==> src/rtl/proc_frame_ctrl.sv <==
// Frame-level controller: latches host configuration and commits it to the image datapath on VSYNC frame boundaries.
// Optional VSYNC-loss watchdog enabled by defining PFC_VS_WATCHDOG_EN.
module proc_frame_ctrl #(
    parameter int THR_W = 8,
    parameter int CNT_W = 16,
    parameter int WD_W  = 20
) (
    input  logic             vga_clk,
    input  logic             reset,
    input  logic             vga_vs,
    input  logic             cfg_req,
    input  logic [1:0]       cfg_mode,
    input  logic [THR_W-1:0] cfg_thr,
    input  logic [3:0]       cfg_skip,
    output logic             cfg_ack,
    output logic             cfg_busy,
    output logic [1:0]       mode,
    output logic [THR_W-1:0] thr,
    output logic             proc_en,
    output logic             frame_start,
    output logic [CNT_W-1:0] frame_cnt,
    output logic             wd_err
);

    typedef enum logic [1:0] {
        IDLE = 2'd0,
        RUN  = 2'd1,
        SKIP = 2'd2
    } state_t;

    state_t state, state_nx;

    logic             vs_q;
    logic             fb;
    logic             commit;
    logic             capture;
    logic             wd_hit;
    logic [3:0]       skip;
    logic [3:0]       skip_eff;
    logic [3:0]       skip_cnt, skip_cnt_nx;
    logic [1:0]       pend_mode;
    logic [THR_W-1:0] pend_thr;
    logic [3:0]       pend_skip;

    // A pending request can only be captured once the previous one has been committed.
    assign fb       = vga_vs & ~vs_q;
    assign commit   = fb & cfg_busy;
    assign capture  = cfg_req & ~cfg_busy;
    assign skip_eff = commit ? pend_skip : skip;

    always_comb begin
        state_nx    = state;
        skip_cnt_nx = skip_cnt;
        if (fb) begin
            case (state)
                IDLE: begin
                    state_nx    = RUN;
                    skip_cnt_nx = 4'd0;
                end
                RUN: begin
                    if (skip_eff != 4'd0) begin
                        state_nx    = SKIP;
                        skip_cnt_nx = 4'd1;
                    end
                end
                SKIP: begin
                    if (skip_cnt == skip_eff) begin
                        state_nx = RUN;
                    end else begin
                        skip_cnt_nx = skip_cnt + 4'd1;
                    end
                end
                default: state_nx = IDLE;
            endcase
        end else if (wd_hit) begin
            state_nx = IDLE;
        end
    end

    always_ff @(posedge vga_clk or posedge reset) begin
        if (reset) begin
            state    <= IDLE;
            skip_cnt <= 4'd0;
        end else begin
            state    <= state_nx;
            skip_cnt <= skip_cnt_nx;
        end
    end

    always_ff @(posedge vga_clk or posedge reset) begin
        if (reset) begin
            vs_q        <= 1'b1;
            cfg_ack     <= 1'b0;
            cfg_busy    <= 1'b0;
            pend_mode   <= 2'd0;
            pend_thr    <= '0;
            pend_skip   <= 4'd0;
            mode        <= 2'd0;
            thr         <= '0;
            skip        <= 4'd0;
            proc_en     <= 1'b0;
            frame_start <= 1'b0;
            frame_cnt   <= '0;
        end else begin
            vs_q        <= vga_vs;
            cfg_ack     <= capture;
            frame_start <= fb;
            proc_en     <= (state_nx == RUN);
            if (fb) begin
                frame_cnt <= frame_cnt + CNT_W'(1);
            end
            if (commit) begin
                mode     <= pend_mode;
                thr      <= pend_thr;
                skip     <= pend_skip;
                cfg_busy <= 1'b0;
            end else if (capture) begin
                pend_mode <= cfg_mode;
                pend_thr  <= cfg_thr;
                pend_skip <= cfg_skip;
                cfg_busy  <= 1'b1;
            end
        end
    end

`ifdef PFC_VS_WATCHDOG_EN
    logic [WD_W-1:0] wd_cnt;

    // Saturating count of cycles since the last boundary; all-ones means VSYNC is lost.
    assign wd_hit = (wd_cnt == {WD_W{1'b1}});

    always_ff @(posedge vga_clk or posedge reset) begin
        if (reset) begin
            wd_cnt <= '0;
            wd_err <= 1'b0;
        end else begin
            if (fb) begin
                wd_cnt <= '0;
            end else if (!wd_hit) begin
                wd_cnt <= wd_cnt + WD_W'(1);
            end
            if (wd_hit) begin
                wd_err <= 1'b1;
            end
        end
    end
`else
    assign wd_hit = 1'b0;
    assign wd_err = 1'b0;
`endif

endmodule

==> config.mk <==
export PLATFORM = sky130hd
export DESIGN_NAME = proc_frame_ctrl
export DESIGN_NICKNAME = d
export VERILOG_FILES = /design/src/rtl/proc_frame_ctrl.sv
export SDC_FILE = /design/constraint.sdc
export NUM_CORES = 1
export LEC_CHECK = 0
export ABC_AREA = 1
export ABC_CLOCK_PERIOD_IN_PS = 1700
export BUFFER_PORTS_ARGS = -buffer_cell sky130_fd_sc_hd__buf_2
export CORE_MARGIN = 1
export CORE_UTILIZATION = 55
export CTS_BUF_LIST = sky130_fd_sc_hd__clkbuf_16
export DETAILED_ROUTE_END_ITERATION = 7
export GPL_ROUTABILITY_DRIVEN = 1
export GPL_TIMING_DRIVEN = 1
export PLACE_DENSITY = 0.79
export SLEW_MARGIN = 40
export SYNTH_ARGS = -nofsm -noshare
export SYNTH_HDL_FRONTEND = slang
export SYNTH_SLANG_ARGS = --single-unit
export TNS_END_PERCENT = 20
==> constraint.sdc <==
create_clock -name vga_clk -period 1.7 [get_ports vga_clk]
set_input_delay 0.255 -clock vga_clk [delete_from_list [all_inputs] [get_ports vga_clk]]
set_output_delay 0.255 -clock vga_clk [all_outputs]
set_load 0.05 [all_outputs]
## After elaboration in Yosys (flattened, before gate mapping)

Cells that the tools add are included.

- $add $sub $neg: 2
- $mul: 0
- Divide/modulo/power cells: 0
- Order comparisons: 0
- Equality and inequality tests: 6
- Shifts and indexed selects: 0
- Muxes and demuxes: 10
- Bitwise logic cells: 6
- Reduce and logical (&&, ||, !) cells: 6

Operator list:

| operator | number |
|---|---|
| $add 16x1->16 const B | 1 |
| $mux 4 | 3 |
| $pmux 4 s3 | 1 |
| $mux 2 | 3 |
| $pmux 2 s3 | 1 |
| $add 4x1->4 const B | 1 |
| $eq 2x1->1 const B | 2 |
| $eq 4x4->1 | 1 |
| $ne 2x2->1 const B | 2 |
| $reduce_and 4->1 | 1 |
| $reduce_bool 4->1 | 1 |
| $and 1x1->1 | 3 |
| $not 1->1 | 3 |
| $reduce_bool 3->1 | 1 |
| $eq 2x2->1 const B | 1 |
| $logic_not 2->1 | 1 |
| $mux 1 | 2 |
| $reduce_and 2->1 | 1 |
| $reduce_bool 2->1 | 1 |

- Bits in registers: 55
- Bits in latches: 0
- Memory bits (writable): 0
- Bits in read-only memories: 0
- Input bits: 18
- Output and inout bits: 31
- Word-level logic and storage cells: 44
- Memories: 0

## Longest topological paths before layout

Gate-level depths: netlist (run 1).

- Depth in word-level cells: 9
- Mapped depth: 14
- Mapped depth without buffers: 14

## Least setup slack after synthesis (run 1)

No wires, ideal clock.

- Path kind: reg2reg
- From: register frame_cnt[2]
- To: register frame_cnt[15]
- Library setup time: 140 ps
- Arrival: 1690 ps
- Required time: 1560 ps
- Slack: -130 ps
- Stages on the path, launching flop included: 9
- Buffers on the path: 0
- Clock period less this slack: 1830 ps
- Cell sequence: dfrtp_1 -> nand2_2 -> nor2_4 -> nand4_4 -> nor2_4 -> nand3_2 -> nor2_4 -> nand3_2 -> xnor2_1

- Word-level cells in the longest chain between the ends: 1

RTL lines:

| item | line | text |
|---|---|---|
| start: declaration | 21 | `output logic [CNT_W-1:0] frame_cnt,` |
| start signal: assignment | 110 | `frame_cnt <= frame_cnt + CNT_W'(1);` |
| $add 16x1->16 | 110 |  |

No other way between the ends.
A chain may end at the register's enable or synchronous reset.

## Final worst setup path (run 1)

- From: register vs_q
- To: register proc_en

- Word-level cells in the longest chain between the ends: 9
- Elaborated cells between the ends (all ways): 11
- Classes of those cells: eq/ne (2); mux (5); bitwise (3); reduce/logical (1)

RTL lines:

| item | line | text |
|---|---|---|
| start: declaration | 33 | `logic vs_q;` |
| start signal: assignment | 105 | `vs_q <= vga_vs;` |
| $not 1->1 (*) | 46 | `assign fb = vga_vs & ~vs_q;` |
| $and 1x1->1 (*) | 46 |  |
| $and 1x1->1 (*) | 47 | `assign commit = fb & cfg_busy;` |
| $mux 4 (*) | -- |  |
| via skip_eff[2] | 39 | `logic [3:0] skip_eff;` |
| $eq 4x4->1 / $reduce_bool 4->1 (equally long branches) | 67, 61 |  |
| $mux 2, on equally long branches | 67, 61 |  |
| $pmux 2 s3 (*) | 55 | `case (state)` |
| $mux 2 (*) | 54 | `if (fb) begin` |
| $eq 2x1->1 (*) | 108 | `proc_en <= (state_nx == RUN);` |
| end signal: assignment | 108 |  |
| end: declaration | 19 | `output logic proc_en,` |

The timed path passes the listed nets; every way through them passes the cells marked *.

==> impl_results.html, run 1 <==
<table>
<tr><th>Metric</th><th>Value</th></tr>
<tr><th colspan="2">Worst setup path</th></tr>
<tr><td>Worst EP arrival</td><td>1.80 ns</td></tr>
<tr><td>Worst Path Required</td><td>approximately 1.9 ns</td></tr>
<tr><td>Category of the worst setup path capture point</td><td>flop</td></tr>
<tr><td>CP startpoint kind</td><td>flop</td></tr>
<tr><td>WS Path Type</td><td>reg2reg</td></tr>
<tr><td>R2r startpoint</td><td>vs_q$_DFF_PP1_</td></tr>
<tr><td>Crit-path max FO</td><td>8</td></tr>
<tr><td>Number of cells traversed by the worst register-to-register path</td><td>11</td></tr>
<tr><td>Flop-to-flop setup slack</td><td>0.11 ns</td></tr>
<tr><td>FF-to-FF End</td><td>proc_en$_DFF_PP0_</td></tr>
<tr><th colspan="2">Hold path</th></tr>
<tr><td>Worst hold path depth</td><td>1</td></tr>
<tr><td>Type of the most critical hold path</td><td>in2reg</td></tr>
<tr><td>Hold wc startpoint</td><td>vga_vs</td></tr>
<tr><td>Hold EP</td><td>vs_q$_DFF_PP1_</td></tr>
<tr><th colspan="2">Cells and area</th></tr>
<tr><td>Most frequent cells in the layout</td><td>nand2_1 (108), dfrtp_1 (48), buf_2 (47)</td></tr>
<tr><td>Final design utilization</td><td>between 60% and 70%</td></tr>
<tr><td>Share of post-route cells with drive strength above 1</td><td>28.7%</td></tr>
<tr><td>Number of fill cells</td><td>approximately 350</td></tr>
<tr><td>Most frequent standard cell in the layout excluding fill and tap cells</td><td>nand2_1</td></tr>
<tr><td>Flip-flop and latch area</td><td>between 1000 and 1500 um^2</td></tr>
<tr><td>Non-filler cells, final</td><td>slightly below 400</td></tr>
<tr><td>Final Net Count</td><td>366</td></tr>
<tr><td>Combined area of the multi-input logic cells</td><td>around 1100 um^2</td></tr>
<tr><td>Antenna Diode Count</td><td>0</td></tr>
<tr><td>Area growth syn-to-layout</td><td>20.1%</td></tr>
<tr><td>Post-route cell area</td><td>3090 um^2</td></tr>
<tr><th colspan="2">Global route</th></tr>
<tr><td>GRT Resource Usage Total</td><td>a little over a fifth</td></tr>
<tr><td>GRT met2 Usage</td><td>approximately 36%</td></tr>
<tr><td>Global-route layer with the greatest usage</td><td>met2</td></tr>
<tr><td>Met3 track demand over resource</td><td>between 4 and 5%</td></tr>
<tr><td>Global routing usage on met1</td><td>between 20% and 30%</td></tr>
<tr><td>Total congestion overflow</td><td>0</td></tr>
<tr><td>Initial antenna violation count</td><td>0</td></tr>
<tr><td>First-pass GRT wire length</td><td>8220 um</td></tr>
<tr><td>Pin count of the biggest net entering global routing</td><td>23</td></tr>
<tr><td>Via count of the first global-routing pass</td><td>between 1,500 and 2,000</td></tr>
<tr><th colspan="2">Detailed routing</th></tr>
<tr><td>Routed wirelength normalized by instance count</td><td>~13 um</td></tr>
<tr><td>Aggregate routed wire length</td><td>just under 5000 um</td></tr>
<tr><td>First DRT Iteration DRCs</td><td>111</td></tr>
<tr><td>Vias</td><td>~2,000</td></tr>
<tr><td>Detailed-router iteration count before antenna repair</td><td>4</td></tr>
<tr><td>Remaining antenna violation count after routing</td><td>0</td></tr>
<tr><td>Drt drc</td><td>0</td></tr>
<tr><td>DR vias/cell</td><td>between 4 and 5</td></tr>
<tr><th colspan="2">Clocking</th></tr>
<tr><td>Source-to-sink clock delay at the later pin of the worst-skew pair</td><td>between 0.2 and 0.3 ns</td></tr>
<tr><td>Num Clock Sinks</td><td>between 50 and 60</td></tr>
<tr><td>CTS tree</td><td>built</td></tr>
<tr><td>H-tree lvl count</td><td>2</td></tr>
<tr><td>Maximum number of buffers from clock root to sink</td><td>2</td></tr>
<tr><td>Number of buffers inserted during clock tree synthesis</td><td>5</td></tr>
<tr><td>Clock slew seen by the registers of the worst setup and hold paths</td><td>around 0.070 ns</td></tr>
<tr><td>Root buf cell</td><td>clkbuf_16</td></tr>
<tr><th colspan="2">Floorplanning</th></tr>
<tr><td>Core outline area</td><td>roughly 4400 um^2</td></tr>
<tr><td>Die H</td><td>70.4 um</td></tr>
<tr><td>Die boundary width</td><td>70.4 um</td></tr>
<tr><td>Initial core utilization</td><td>around 58%</td></tr>
<tr><td>Die Area</td><td>4950 um^2</td></tr>
<tr><td>Total I/O pin count</td><td>between 40 and 50</td></tr>
<tr><td>Std-Cell Rows</td><td>24</td></tr>
<tr><th colspan="2">Timing</th></tr>
<tr><td>Final setup violation count</td><td>0</td></tr>
<tr><td>Peak clock frequency supported by timing</td><td>0.631 GHz</td></tr>
<tr><td>Final Slew Violations</td><td>0</td></tr>
<tr><td>Setup repair after global routing missed its margin</td><td>yes</td></tr>
<tr><td>Worst setup slack after layout</td><td>approximately 0.11 ns</td></tr>
<tr><td>Post-route setup TNS</td><td>0 ns</td></tr>
<tr><td>Final-report hold violation count</td><td>0</td></tr>
<tr><td>Final worst hold slack</td><td>~0.16 ns</td></tr>
<tr><td>Fin crit period</td><td>between 1.5 and 2 ns</td></tr>
<tr><td>Final Cycle Share</td><td>93.3%</td></tr>
<tr><td>Worst clock skew on the final layout</td><td>around 0.0057 ns</td></tr>
<tr><th colspan="2">Synth</th></tr>
<tr><td>Synthesis Warnings</td><td>0</td></tr>
<tr><td>Flops &amp; latches, synth</td><td>55</td></tr>
<tr><td>Number of cells produced by synthesis</td><td>roughly 280</td></tr>
<tr><td>Distinct cell type count after synthesis</td><td>31</td></tr>
<tr><td>Netlist area before placement</td><td>around 2600 um^2</td></tr>
<tr><td>Synthesized Nets</td><td>~310</td></tr>
<tr><td>Mean Syn Cell Area</td><td>between 9 and 10 um^2</td></tr>
<tr><td>Sequential share of the synthesized area</td><td>53.6%</td></tr>
<tr><th colspan="2">Pwr</th></tr>
<tr><td>Relative contribution of sequential cells to total power</td><td>42.5%</td></tr>
<tr><td>Clk network pwr share</td><td>a little under a quarter</td></tr>
<tr><td>Cell-internal power</td><td>~2.5 mW</td></tr>
<tr><td>Logic gate share of total power</td><td>around a third</td></tr>
<tr><td>Switching power</td><td>~1.7 mW</td></tr>
<tr><td>Net Sw Frac</td><td>between 40% and 50%</td></tr>
<tr><td>Largest vdd supply drop</td><td>roughly 740 uV</td></tr>
<tr><td>Power Dens Cells</td><td>roughly 1400 nW/um^2</td></tr>
<tr><td>Power consumption</td><td>4.26 mW</td></tr>
<tr><td>Leakage</td><td>1.72 nW</td></tr>
<tr><th colspan="2">Place</th></tr>
<tr><td>Placed wire-length estimate</td><td>around 3500 um</td></tr>
<tr><td>Total cell area at the placement stage</td><td>between 2000 and 3000 um^2</td></tr>
<tr><td>Number of placed instances, taps included</td><td>383</td></tr>
<tr><td>Routability congestion estimate from global placement</td><td>around 0.82</td></tr>
<tr><td>Setup slack after placement</td><td>0.0800 ns</td></tr>
<tr><td>Number of I/O port buffers</td><td>47</td></tr>
<tr><th colspan="2">Flow run</th></tr>
<tr><td>Count of max-cap constraint violations</td><td>0</td></tr>
<tr><th colspan="2">Outcome</th></tr>
<tr><td>Outcome</td><td>finished clean</td></tr>
</table>
flip-flops by register name (all words and copies together) (netlist names):
signal,count
cfg_busy,1
proc_en,1
skip_cnt,4
vs_q,1
frame_start,1
pend_mode,2
skip,4
pend_skip,4
state,2
pend_thr,8
cfg_ack,1
mode,2
frame_cnt,16
thr,8
routing by layer:
layer	vias up	routed length, um	part of all wire (%)
met2	32	2460	50
met4	0	44	0.89
li1	993	-	-
met5	-	0	0
met3	5	137	2.8
met1	935	2310	47
power by group through the flow:
| stage | clock network (mW) | registers, mW | logic, mW |
|---|---|---|---|
| 3_3_place_gp | 0 | 1.83 | 1.38 |
| 5_1_grt | 1.06 | 1.86 | 1.59 |
| 2_1_floorplan | 0 | 2.28 | 0.629 |
| 6_report | 1.00 | 1.81 | 1.45 |
| 3_5_place_dp | 0 | 1.83 | 1.41 |
| 4_1_cts | 1.02 | 1.81 | 1.42 |
worst max-delay path: stages, from the launching register on:
cell	delay, ns
dfstp_2	0.38
inv_4	0.10
nand3_4	0.13
nand2_1	0.12
nand2_2	0.06
nor2_2	0.14
nand3_1	0.16
nand2_1	0.11
nand2_1	0.06
nand3_2	0.06
nand2_1	0.07
a21oi_2	0.12
how the worst max path moves through the flow:
stage / slack (ns) / cells past startpoint / from / endpoint
CTS: 0.06 / 11 / cfg_busy$_DFFE_PP0P_ / skip_cnt[1]$_DFFE_PP0P_
detailed placement: 0.08 / 11 / cfg_busy$_DFFE_PP0P_ / skip_cnt[1]$_DFFE_PP0P_
finish: 0.11 / 11 / vs_q$_DFF_PP1_ / proc_en$_DFF_PP0_
floorplan: -0.05 / 12 / cfg_busy$_DFFE_PP0P_ / skip_cnt[0]$_DFFE_PP0P_
global placement: 0.13 / 10 / vs_q$_DFF_PP1_ / frame_cnt[14]$_DFFE_PP0N_
global route: -0.02 / 12 / vs_q$_DFF_PP1_ / skip_cnt[3]$_DFFE_PP0P_
logic make-up after synthesis:
logic type,share of synthesized area (%)
compound gates,2.00
xor+xnor,4.77
fa+ha+maj,3.41
buf+inv,5.99
flops,53.6
other cells,0.146
simple gates,30.1
what timing repair did:
item,CTS,global route
hold buffers,1,0
resized for setup,0,7
setup buffers,0,2
endpoints found under the hold margin,16,0
setup endpoints to repair,0,8
synth_stat cells:
cell,instances,share of area (%)
inv_4,1,0.24
nand3_4,1,0.68
or2_2,2,0.49
nand2_1,109,16
o21ai_0,3,0.58
buf_6,1,0.44
nor3_1,1,0.19
buf_4,2,0.58
nand4_1,11,2.7
xnor2_1,8,2.7
nor2_1,6,0.88
clkbuf_1,2,0.29
nand4_4,1,0.83
clkinv_1,1,0.15
dfstp_2,1,1.0
xor2_1,6,2.0
a22oi_1,1,0.29
nand3_1,13,2.5
dfrtp_1,54,53
o21ai_1,4,0.78
inv_1,28,4.1
nand3_2,3,1.2
conb_1,1,0.15
ha_1,7,3.4
and3b_1,1,0.34
nor2_4,4,1.8
buf_2,1,0.19
a21oi_2,1,0.34
nand2_4,1,0.44
nor2_2,3,0.73
nand2_2,6,1.5
cell type report:
class                   count  area share [%]
flip-flops and latches     55            44.9
inverters                  30            3.73
multi-input cells         193            34.4
well taps                  52            2.11
repair buffers             56            10.2
clock buffers               5            4.05
clock inverters             3           0.649
Note: power is estimated with default switching activity, not from simulation.
==> run 2: changes to the inputs <==
- ABC_AREA: 1 -> 0
- CORE_UTILIZATION: 55 -> 54
- PLACE_DENSITY: 0.79 -> 0.78
==> run 2 against run 1 <==
Net effect: the flow now finishes with violations (negative hold slack, negative setup slack); synthesized cell count down 30%; synthesized area down 1.7%; worst setup slack got worse by 0.44 ns; maximum frequency shrank 22%; combinational power grew 61%; first-iteration DRC count fell by 41%; register-to-register slack lost 0.44 ns; clock power hardly changed; via count decreased by 8.7%; power is 23% higher; global-route usage grew 1.0 points.
==> impl_results.html, run 2 <==
<table>
<tr><th>Metric</th><th>Value</th></tr>
<tr><th colspan="2">Floorplanning</th></tr>
<tr><td>Core outline area</td><td>4410 um^2</td></tr>
<tr><td>Die boundary width</td><td>between 70 and 80 um</td></tr>
<tr><td>Die Area</td><td>4960 um^2</td></tr>
<tr><td>Std-Cell Rows</td><td>24</td></tr>
<tr><td>Initial core utilization</td><td>~57%</td></tr>
<tr><td>Die H</td><td>70.4 um</td></tr>
<tr><td>Total I/O pin count</td><td>49</td></tr>
<tr><th colspan="2">Cells and area</th></tr>
<tr><td>Register containing the most flip-flops in the final layout</td><td>frame_cnt</td></tr>
<tr><td>Antenna Diode Count</td><td>0</td></tr>
<tr><td>Most frequent standard cell in the layout excluding fill and tap cells</td><td>dfrtp_1</td></tr>
<tr><td>Combined area of the multi-input logic cells</td><td>~1100 um^2</td></tr>
<tr><td>Max FFs per register</td><td>16</td></tr>
<tr><td>Non-filler cells, final</td><td>around 330</td></tr>
<tr><td>Flip-flop and latch area</td><td>approximately 1400 um^2</td></tr>
<tr><td>Share of post-route cells with drive strength above 1</td><td>between 40% and 50%</td></tr>
<tr><td>Most frequent cells in the layout</td><td>dfrtp_1 (53), buf_2 (47), buf_4 (29)</td></tr>
<tr><td>Final Net Count</td><td>~310</td></tr>
<tr><td>Largest registers</td><td>frame_cnt: 16 flops, pend_thr: 8 flops, thr: 8 flops</td></tr>
<tr><td>Area growth syn-to-layout</td><td>29.8%</td></tr>
<tr><td>Number of fill cells</td><td>~300</td></tr>
<tr><th colspan="2">Clocking</th></tr>
<tr><td>Total of hold buffers inserted after clock tree synthesis</td><td>0</td></tr>
<tr><td>CTS tree</td><td>built</td></tr>
<tr><td>Num Clock Sinks</td><td>55</td></tr>
<tr><td>Root buf cell</td><td>clkbuf_16</td></tr>
<tr><td>Maximum number of buffers from clock root to sink</td><td>2</td></tr>
<tr><td>H-tree lvl count</td><td>2</td></tr>
<tr><td>Source-to-sink clock delay at the later pin of the worst-skew pair</td><td>0.29 ns</td></tr>
<tr><td>Number of buffers inserted during clock tree synthesis</td><td>5</td></tr>
<tr><td>Clock slew seen by the registers of the worst setup and hold paths</td><td>approximately 0.070 ns</td></tr>
<tr><th colspan="2">Timing</th></tr>
<tr><td>Final worst hold slack</td><td>-0.000542 ns</td></tr>
<tr><td>Setup repair after global routing missed its margin</td><td>yes</td></tr>
<tr><td>Final Slew Violations</td><td>0</td></tr>
<tr><td>Fin crit period</td><td>around 2.0 ns</td></tr>
<tr><td>Final Cycle Share</td><td>119%</td></tr>
<tr><td>Peak clock frequency supported by timing</td><td>around 0.5 GHz</td></tr>
<tr><td>Worst clock skew on the final layout</td><td>0.00283 ns</td></tr>
<tr><td>Final setup violation count</td><td>7</td></tr>
<tr><td>Post-route setup TNS</td><td>-2.06 ns</td></tr>
<tr><td>Final-report hold violation count</td><td>1</td></tr>
<tr><td>Worst setup slack after layout</td><td>-0.322 ns</td></tr>
<tr><th colspan="2">Worst setup path</th></tr>
<tr><td>R2r startpoint</td><td>vs_q$_DFF_PP1_</td></tr>
<tr><td>Crit-path max FO</td><td>8</td></tr>
<tr><td>Number of cells traversed by the worst register-to-register path</td><td>7</td></tr>
<tr><td>CP startpoint kind</td><td>flop</td></tr>
<tr><td>Worst EP arrival</td><td>between 2 and 2.5 ns</td></tr>
<tr><td>WS Path Type</td><td>reg2reg</td></tr>
<tr><td>Flop-to-flop setup slack</td><td>-0.32 ns</td></tr>
<tr><td>Category of the worst setup path capture point</td><td>flop</td></tr>
<tr><td>FF-to-FF End</td><td>skip_cnt[3]$_DFFE_PP0P_</td></tr>
<tr><td>Worst Path Required</td><td>roughly 1.9 ns</td></tr>
<tr><th colspan="2">Detailed routing</th></tr>
<tr><td>Aggregate routed wire length</td><td>4950 um</td></tr>
<tr><td>Routed wirelength normalized by instance count</td><td>approximately 15 um</td></tr>
<tr><td>Vias</td><td>1,795</td></tr>
<tr><td>First DRT Iteration DRCs</td><td>between 60 and 70</td></tr>
<tr><td>DR vias/cell</td><td>5.39</td></tr>
<tr><td>Remaining antenna violation count after routing</td><td>0</td></tr>
<tr><td>Detailed-router iteration count before antenna repair</td><td>4</td></tr>
<tr><td>Drt drc</td><td>0</td></tr>
<tr><th colspan="2">Synth</th></tr>
<tr><td>Commonest cells post-synth</td><td>dfrtp_1 (54), mux2_2 (25), xnor2_1 (14), nand2_1 (12), nand3_1 (11)</td></tr>
<tr><td>Most frequent cell after synthesis</td><td>dfrtp_1</td></tr>
<tr><td>Mean Syn Cell Area</td><td>between 10 and 15 um^2</td></tr>
<tr><td>Number of synthesized flops with an enable pin</td><td>0</td></tr>
<tr><td>Synth area leader</td><td>dfrtp_1</td></tr>
<tr><td>Synthesis Warnings</td><td>0</td></tr>
<tr><td>Flops &amp; latches, synth</td><td>55</td></tr>
<tr><td>Sequential share of the synthesized area</td><td>roughly 55%</td></tr>
<tr><td>Top post-synthesis cells by area</td><td>dfrtp_1 (53%), mux2_2 (11%), xnor2_1 (4.9%)</td></tr>
<tr><td>Netlist area before placement</td><td>2530 um^2</td></tr>
<tr><td>Distinct cell type count after synthesis</td><td>43</td></tr>
<tr><td>Top_reg_cell synth</td><td>dfrtp_1</td></tr>
<tr><td>Synthesized Nets</td><td>roughly 230</td></tr>
<tr><td>Ys async rst share</td><td>100%</td></tr>
<tr><td>Portion of synthesized cell area occupied by the leading cell type</td><td>a little over half</td></tr>
<tr><td>Number of cells produced by synthesis</td><td>200</td></tr>
<tr><th colspan="2">Pwr</th></tr>
<tr><td>Largest vdd supply drop</td><td>1040 uV</td></tr>
<tr><td>Switching power</td><td>~2.1 mW</td></tr>
<tr><td>Logic gate share of total power</td><td>between 40% and 50%</td></tr>
<tr><td>Relative contribution of sequential cells to total power</td><td>a little over a third</td></tr>
<tr><td>Power Dens Cells</td><td>about 1600 nW/um^2</td></tr>
<tr><td>Leakage</td><td>between 1.5 and 2 nW</td></tr>
<tr><td>Net Sw Frac</td><td>39.9%</td></tr>
<tr><td>Cell-internal power</td><td>approximately 3.2 mW</td></tr>
<tr><td>Clk network pwr share</td><td>approximately a fifth</td></tr>
<tr><td>Power consumption</td><td>around 5.2 mW</td></tr>
<tr><th colspan="2">Global route</th></tr>
<tr><td>Pin count of the biggest net entering global routing</td><td>56</td></tr>
<tr><td>Total congestion overflow</td><td>0</td></tr>
<tr><td>First-pass GRT wire length</td><td>roughly 8500 um</td></tr>
<tr><td>Via count of the first global-routing pass</td><td>~1,800</td></tr>
<tr><td>GRT Resource Usage Total</td><td>22.2%</td></tr>
<tr><td>Initial antenna violation count</td><td>0</td></tr>
<tr><th colspan="2">Place</th></tr>
<tr><td>Number of I/O port buffers</td><td>47</td></tr>
<tr><td>Routability congestion estimate from global placement</td><td>between 0.8 and 0.9</td></tr>
<tr><td>Number of placed instances, taps included</td><td>about 320</td></tr>
<tr><td>Placed wire-length estimate</td><td>~3500 um</td></tr>
<tr><td>Setup slack after placement</td><td>-0.354 ns</td></tr>
<tr><th colspan="2">Hold path</th></tr>
<tr><td>Type of the most critical hold path</td><td>in2async</td></tr>
<tr><th colspan="2">Outcome</th></tr>
<tr><td>Outcome</td><td>finished, violations left</td></tr>
<tr><td>Failing checks</td><td>negative hold slack, negative setup slack</td></tr>
<tr><th colspan="2">Flow run</th></tr>
<tr><td>Count of max-cap constraint violations</td><td>0</td></tr>
</table>
-- run 2: cell count changes in the layout (fill, tap and decap cells not counted), moves of 6 or more --
cell     before  now
nand2_1     108   12
mux2_2        0   24
buf_4         6   29
inv_1        26    8
nand2_2       7    0
a21oi_1       0    6
xnor2_1       8   14
-- run 2: area by class of cell --
class                           instances  area share [%]
Clock buffer                            5            3.82
Clock inverter                          3           0.572
Inverter                                9            1.03
Multi-Input combinational cell        129            34.8
Sequential cell                        55            42.0
Tap cell                               52            1.98
Timing Repair Buffer                   80            15.7
-- run 2: what timing repair did --
action	in CTS	in global routing
resized for setup	0	9
setup buffers	1	0
pin swaps	2	5
endpoints found under the setup margin	7	10
-- run 2: power by group through the flow --
stage	registers, mW	clock network [mW]	logic [mW]
after CTS	1.91	1.02	2.28
after global routing	1.97	1.07	2.50
after detailed placement	1.93	0	2.26
after floorplan	2.56	0	0.874
after global placement	1.92	0	2.20
final	1.91	1.01	2.33
-- run 2: cells by family (layout without fill, tap and decap cells) --
| logic type | Yosys count | after routing | synth area share (%) |
|---|---|---|---|
| and+or+nand+nor | 57 | 57 | 13.3 |
| DFF | 55 | 55 | 54.5 |
| xor gates and xnor gates | 16 | 16 | 5.84 |
| AOI/OAI and AO/OA | 19 | 19 | 6.34 |
| buffers and inverters | 16 | 97 | 2.57 |
| adders and majority gates | 7 | 7 | 3.47 |
| other | 1 | 1 | 0.148 |
| muxes | 29 | 29 | 13.8 |
-- run 2: worst max path at each step --
| stage | from | endpoint | cells past startpoint |
|---|---|---|---|
| 2_1_floorplan | cfg_busy$_DFFE_PP0P_ | proc_en$_DFF_PP0_ | 6 |
| 3_3_place_gp | vs_q$_DFF_PP1_ | skip_cnt[2]$_DFFE_PP0P_ | 7 |
| 3_5_place_dp | vs_q$_DFF_PP1_ | skip_cnt[2]$_DFFE_PP0P_ | 7 |
| 4_1_cts | vs_q$_DFF_PP1_ | skip_cnt[0]$_DFFE_PP0P_ | 7 |
| 5_1_grt | vs_q$_DFF_PP1_ | proc_en$_DFF_PP0_ | 7 |
| 6_report | vs_q$_DFF_PP1_ | skip_cnt[3]$_DFFE_PP0P_ | 7 |
-- run 2: stage by stage --
stage	utilization [%]	area, um^2	hold WS [ns]
after floorplan	-	2550	0.259
after global placement	69.9	3090	0.328
after detailed placement	69.9	3090	0.329
after CTS	73.4	3240	0.0162
after global routing	74.3	3280	0.0295
final	74.3	3280	-0.000542
-- run 2: critical path, stage by stage (launching register included) --
cell	delay [ns]
dfstp_2	0.53
nand3b_4	0.19
mux2_4	0.33
xnor2_2	0.14
a2111oi_4	0.32
buf_6	0.19
buf_6	0.10
o211ai_1	0.09
-- run 2: metal layers --
layer	global-route usage, %	vias to the layer above	share of wire (%)
met5	0	-	0
met4	10.0	0	1.6
met3	4.62	8	4.3
met2	36.2	50	50
met1	28.5	872	44
li1	-	865	-
